<file path="src/rtl/core_pkg.sv">
`default_nettype none
// ============================================================================
//  Module   : core_pkg
//  Purpose  : Core-wide widths shared by the front end and the fetch queue.
//  Revision : 1.0  initial release
// ============================================================================
package core_pkg;
    localparam int XLEN        = 32;
    localparam int FETCH_WIDTH = 2;
    localparam int FQ_DEPTH    = 16;
    localparam int FQ_PTR_W    = $clog2(FQ_DEPTH);
    localparam int FQ_CNT_W    = $clog2(FQ_DEPTH + 1);

    typedef struct packed {
        logic [XLEN-1:0] pc;
        logic [XLEN-1:0] instr;
    } fq_entry_t;
endpackage
`default_nettype wire

</file>
<file path="src/rtl/popcount_lanes.sv">
`default_nettype none
// ============================================================================
//  Module   : popcount_lanes
//  Purpose  : Number of set bits in a per-lane valid vector.
//  Revision : 1.0  initial release
// ============================================================================
module popcount_lanes #(
    parameter int WIDTH = 2
) (
    input  logic [WIDTH-1:0]             lanes,
    output logic [$clog2(WIDTH+1)-1:0]   count
);
    localparam int CW = $clog2(WIDTH + 1);

    always_comb begin
        count = '0;
        for (int i = 0; i < WIDTH; i++) begin
            count = count + CW'(lanes[i]);
        end
    end
endmodule
`default_nettype wire

</file>
<file path="src/rtl/fetch_queue.sv">
`default_nettype none
// ============================================================================
//  Module   : fetch_queue
//  Purpose  : Circular instruction buffer between fetch and decode; compacts
//             sparse fetch bundles and presents the oldest lanes to decode.
//  Revision : 1.0  initial release
// ============================================================================
module fetch_queue
    import core_pkg::*;
#(
    parameter int DEPTH       = core_pkg::FQ_DEPTH,
    parameter int FETCH_WIDTH = core_pkg::FETCH_WIDTH,
    parameter int XLEN        = core_pkg::XLEN
) (
    input  logic                                clk,
    input  logic                                reset,
    input  logic                                flush,
    input  logic [FETCH_WIDTH-1:0]              fetch_valid,
    input  logic [FETCH_WIDTH-1:0][XLEN-1:0]    fetch_pc,
    input  logic [FETCH_WIDTH-1:0][XLEN-1:0]    fetch_instr,
    output logic                                fq_ready,
    output logic [FETCH_WIDTH-1:0]              fq_valid,
    output logic [FETCH_WIDTH-1:0][XLEN-1:0]    fq_pc,
    output logic [FETCH_WIDTH-1:0][XLEN-1:0]    fq_instr,
    input  logic                                decode_stall,
    output logic [$clog2(DEPTH+1)-1:0]          fq_count
);
    localparam int PTR_W  = $clog2(DEPTH);
    localparam int CNT_W  = $clog2(DEPTH + 1);
    localparam int LCNT_W = $clog2(FETCH_WIDTH + 1);
    localparam logic [CNT_W-1:0] READY_MAX = CNT_W'(DEPTH - FETCH_WIDTH);

    logic [XLEN-1:0]   pc_q    [DEPTH];
    logic [XLEN-1:0]   instr_q [DEPTH];
    logic [PTR_W-1:0]  head;
    logic [PTR_W-1:0]  tail;
    logic [CNT_W-1:0]  count;

    logic              kill;
    logic              accept;
    logic [LCNT_W-1:0] valid_cnt;
    logic [LCNT_W-1:0] out_cnt;
    logic [LCNT_W-1:0] n_enq;
    logic [LCNT_W-1:0] n_deq;
    logic [PTR_W-1:0]  wr_ofs;
    logic [PTR_W-1:0]  wr_idx [FETCH_WIDTH];

    assign kill     = reset | flush;
    // Readiness looks only at the current count; a same-cycle pop is not credited.
    assign fq_ready = !kill && (count <= READY_MAX);
    assign accept   = fq_ready && (|fetch_valid);
    assign fq_count = count;

    popcount_lanes #(.WIDTH(FETCH_WIDTH)) u_pop_enq (
        .lanes (fetch_valid),
        .count (valid_cnt)
    );

    popcount_lanes #(.WIDTH(FETCH_WIDTH)) u_pop_deq (
        .lanes (fq_valid),
        .count (out_cnt)
    );

    assign n_enq = accept       ? valid_cnt : '0;
    assign n_deq = decode_stall ? '0        : out_cnt;

    // Valid lanes land in consecutive slots from tail, skipping invalid lanes.
    always_comb begin
        wr_ofs = '0;
        for (int i = 0; i < FETCH_WIDTH; i++) begin
            wr_idx[i] = tail + wr_ofs;
            wr_ofs    = wr_ofs + PTR_W'(fetch_valid[i]);
        end
    end

    // Output lanes never look at decode_stall, keeping decode's stall loop-free.
    always_comb begin
        for (int i = 0; i < FETCH_WIDTH; i++) begin
            fq_valid[i] = !kill && (count > CNT_W'(i));
            fq_pc[i]    = fq_valid[i] ? pc_q[head + PTR_W'(i)]    : '0;
            fq_instr[i] = fq_valid[i] ? instr_q[head + PTR_W'(i)] : '0;
        end
    end

    always_ff @(posedge clk) begin
        if (accept) begin
            for (int i = 0; i < FETCH_WIDTH; i++) begin
                if (fetch_valid[i]) begin
                    pc_q[wr_idx[i]]    <= fetch_pc[i];
                    instr_q[wr_idx[i]] <= fetch_instr[i];
                end
            end
        end
    end

    always_ff @(posedge clk) begin
        if (kill) begin
            head  <= '0;
            tail  <= '0;
            count <= '0;
        end else begin
            head  <= head + PTR_W'(n_deq);
            tail  <= tail + PTR_W'(n_enq);
            count <= count + CNT_W'(n_enq) - CNT_W'(n_deq);
        end
    end
endmodule
`default_nettype wire

</file>
<file path="config.mk">
export PLATFORM = sky130hd
export DESIGN_NAME = fetch_queue
export DESIGN_NICKNAME = d
export VERILOG_FILES = /design/src/rtl/core_pkg.sv /design/src/rtl/popcount_lanes.sv /design/src/rtl/fetch_queue.sv
export SDC_FILE = /design/constraint.sdc
export NUM_CORES = 2
export LEC_CHECK = 0
export CAP_MARGIN = 20
export CORE_MARGIN = 2
export CORE_UTILIZATION = 60
export DETAILED_ROUTE_END_ITERATION = 10
export GPL_ROUTABILITY_DRIVEN = 0
export PLACE_DENSITY = 0.79
export SYNTH_ARGS = -nofsm -noshare
export SYNTH_HDL_FRONTEND = slang
export SYNTH_SLANG_ARGS = --single-unit
</file>
<file path="constraint.sdc">
create_clock -name clk -period 8.7 [get_ports clk]
set_clock_uncertainty 0.05 [all_clocks]
set_input_delay 1.74 -clock clk [delete_from_list [all_inputs] [get_ports clk]]
set_output_delay 1.74 -clock clk [all_outputs]
set_load 0.1 [all_outputs]
</file>
==> reports/metrics.csv <==
stage,metric,value,unit
grt,gr busiest metal,met2,
routing,DR vias/cell,7.40,
yosys,Syn Nets,3679,
power_and_ir_drop,leakage,20.1,nW
yosys,YS warnings,0,
final_layout,"most common cell after layout, fill and taps aside",edfxtp_1,
routing,post-route ant nets,0,
setup_path,critical path endpoint category,output port,
grt,GR Util met1,0.462,
sta,Setup WS post-layout,1390,ps
die,io pins,270,
routing,per-cell routed wire length,36.0,um
sta,final setup TNS,0,ps
sta,worst slew pin tran,1180,ps
setup_path,WP data required,6910,ps
grt,met2 Use GR,0.555,
power_and_ir_drop,fraction of power spent switching nets,0.270,
power_and_ir_drop,Clock power frac,0.387,
routing,initial DRC count,4756,
clocking,CTS root buf,clkbuf_16,
status,status,completed,
die,width of the die,322,um
yosys,Syn Inst Count,3521,
sta,Slew HR,0.215,
setup_path,CP Max Fanout,64,
sta,Final Hold Fails,0,
grt,largest net degree at the start of global routing,160,
sta,unrepaired setup endpoints after global routing,false,
die,core footprint,100000,um2
clocking,clock-pin transition on the worst setup and hold timing paths,60,ps
setup_path,worst endpoint data arrival time,5520,ps
final_layout,layout cells sized above 1,0.490,
placement,Placement Setup Slack,1460,ps
grt,first-pass GRT wire length,261,mm
die,Std-Cell Rows,116,
clocking,CTS Hold Buffers Added,0,
sta,f_max,137,MHz
sta,fin crit period,7310,ps
grt,GR Util met3,0.0850,
power_and_ir_drop,Sw Pwr,3.37,mW
yosys,"FFs w/ async S/R, synth",0,
die,die area,104000,um2
setup_path,startpoint types,input pin,
grt,vias in the first global route,38141,
setup_path,type of the worst setup path,input pin to output port,
grt,Total GRT Usage,0.349,
flow_run,Max Cap Violations,0,
sta,Final Cycle Share,0.840,
routing,Routed WL,181,mm
yosys,"flops & latches, synth",1037,
final_layout,Final nets,3729,
clocking,"Setup Fix Bufs, Post-CTS",0,
clocking,Worst-Skew Late Latency,700,ps
final_layout,"commonest non-fill, non-tap cells in the layout","edfxtp_1 (1024), mux2_2 (989), mux4_2 (512)",
clocking,H-Tree Level Count,3,
clocking,post-CTS sizing,0,
routing,drt pass-1 iters,5,
final_layout,"Area growth, synth to finish",11.5,%
yosys,Netlist cell types,52,
power_and_ir_drop,Pwr per Cell Area,184,nW/um2
power_and_ir_drop,part of the power in combinational logic,0.167,
power_and_ir_drop,Seq pwr share,0.446,
yosys,Synth Cell Area,60900,um2
yosys,top_reg_cell synth,edfxtp_1,
routing,vias,37247,
power_and_ir_drop,Internal Dissipation,9.10,mW
routing,DRC,0,
worst_hold_path,Hold Path Class,register to register,
placement,Detailed Place HPWL,99.7,mm
clocking,CTS tree,done,
grt,global route overflow,0,
die,Initial Util,0.607,
sta,# setup viols final,0,
clocking,number of buffers created by CTS,110,
grt,initial antenna violation count,26,
clocking,CTS Buffer Depth,3,
yosys,register area share after synthesis,0.510,
power_and_ir_drop,VDD IR-drop max,0.176,mV
final_layout,Fill cells,6489,
sta,final slew viol count,0,
die,Die Span Y,322,um
clocking,clk sinks,1037,
yosys,number of flops mapped to enable cells by yosys,1024,
yosys,Syn Area/Cell,17.3,um2
placement,I/O Buffers,269,
-- Yosys cell counts, drive strengths merged, types with 2 or more instances --
master	count	area (um2)
a211oi	2	20.0
a21oi	9	60.1
a41oi	2	43.8
and2	7	43.8
buf	202	1450
clkbuf	207	778
dfxtp	13	260
edfxtp	1024	30700
fa	4	80.1
ha	20	250
inv	15	56.3
mux2	1024	11500
mux2i	256	2560
mux4	512	11500
nand2	6	22.5
nand3	5	25.0
nand3b	4	33.8
nor2	19	86.3
nor2b	5	31.3
nor3	3	26.3
nor4b	2	17.5
nor4bb	2	20.0
o211ai	4	40.0
o21ai	5	25.0
o21bai	10	75.1
o22ai	134	838
o31ai	2	15.0
or2	2	12.5
or3	4	25.0
xnor2	4	35.0
xor2	4	35.0
-- worst paths after layout --
| path | startpoint | end | slack, ps | cells past startpoint |
|---|---|---|---|---|
| min reg2reg | tail[2] | tail[2] | 670 | 2 |
| min | tail[2] | tail[2] | 670 | 2 |
| max reg2reg | fq_count[2] | instr_q[1][24] | 3950 | 6 |
| max | flush | fq_instr[53] | 1390 | 6 |
-- power by group through the flow --
stage / Sequential (mW) / Clock, mW / Combinational, mW
after global placement: 5.66 / 0 / 2.02
final: 5.56 / 4.82 / 2.09
after global routing: 5.56 / 5.02 / 2.17
after floorplan: 5.70 / 0 / 1.50
after CTS: 5.56 / 4.84 / 2.08
after detailed placement: 5.67 / 0 / 2.06
-- routing by layer --
layer	vias up	part of all wire
met4	28	0.045
li1	14744	-
met3	474	0.11
met2	2470	0.48
met5	-	0.00096
met1	19531	0.36
-- sequential cells by signal, summed over array words and instances (netlist names) --
name and cells:
tail 4, head 4, pc_q 512, fq_count 5, instr_q 512
-- kinds of logic after synthesis --
kind of cell / after synthesis / share of synthesized area
AO/OA/AOI/OAI: 172 / 0.0189
adder cells (fa/ha/maj): 24 / 0.00543
multiplexers: 1792 / 0.421
flip-flops: 1037 / 0.510
AND/OR/NAND/NOR: 64 / 0.00635
buffers and inverters: 424 / 0.0375
XOR/XNOR: 8 / 0.00115
-- worst max-delay path, cell delays in order --
cell	delay, ps
clkdlybuf4s50_1	480
or2_2	440
a211oi_2	440
nand2_4	630
o22ai_1	460
clkdlybuf4s50_1	1200
-- per-stage QoR --
stage / hold WS [ps] / instance area [um2] / utilization / std cells / total power, mW
after floorplan: 525 / 60900 / - / 3521 / 7.19
after global placement: 616 / 64100 / 0.639 / 4814 / 7.68
after detailed placement: 639 / 64200 / 0.640 / 4815 / 7.73
after CTS: 647 / 67800 / 0.676 / 5020 / 12.5
after global routing: 681 / 67900 / 0.677 / 5030 / 12.8
final: 675 / 67900 / 0.677 / 5035 / 12.5
-- area by class of cell --
cell class | instances | area [um2] | share of cell area
clock buffers | 130 | 2890 | 0.0426
flip-flops and latches | 1037 | 31000 | 0.457
inverters | 15 | 56.3 | 0.000830
well taps | 1357 | 1700 | 0.0250
multi-input cells | 2060 | 27900 | 0.412
diodes | 14 | 35.0 | 0.000516
clock inverters | 75 | 758 | 0.0112
repair buffers | 347 | 3470 | 0.0511
(Power assumes the default switching activity.)
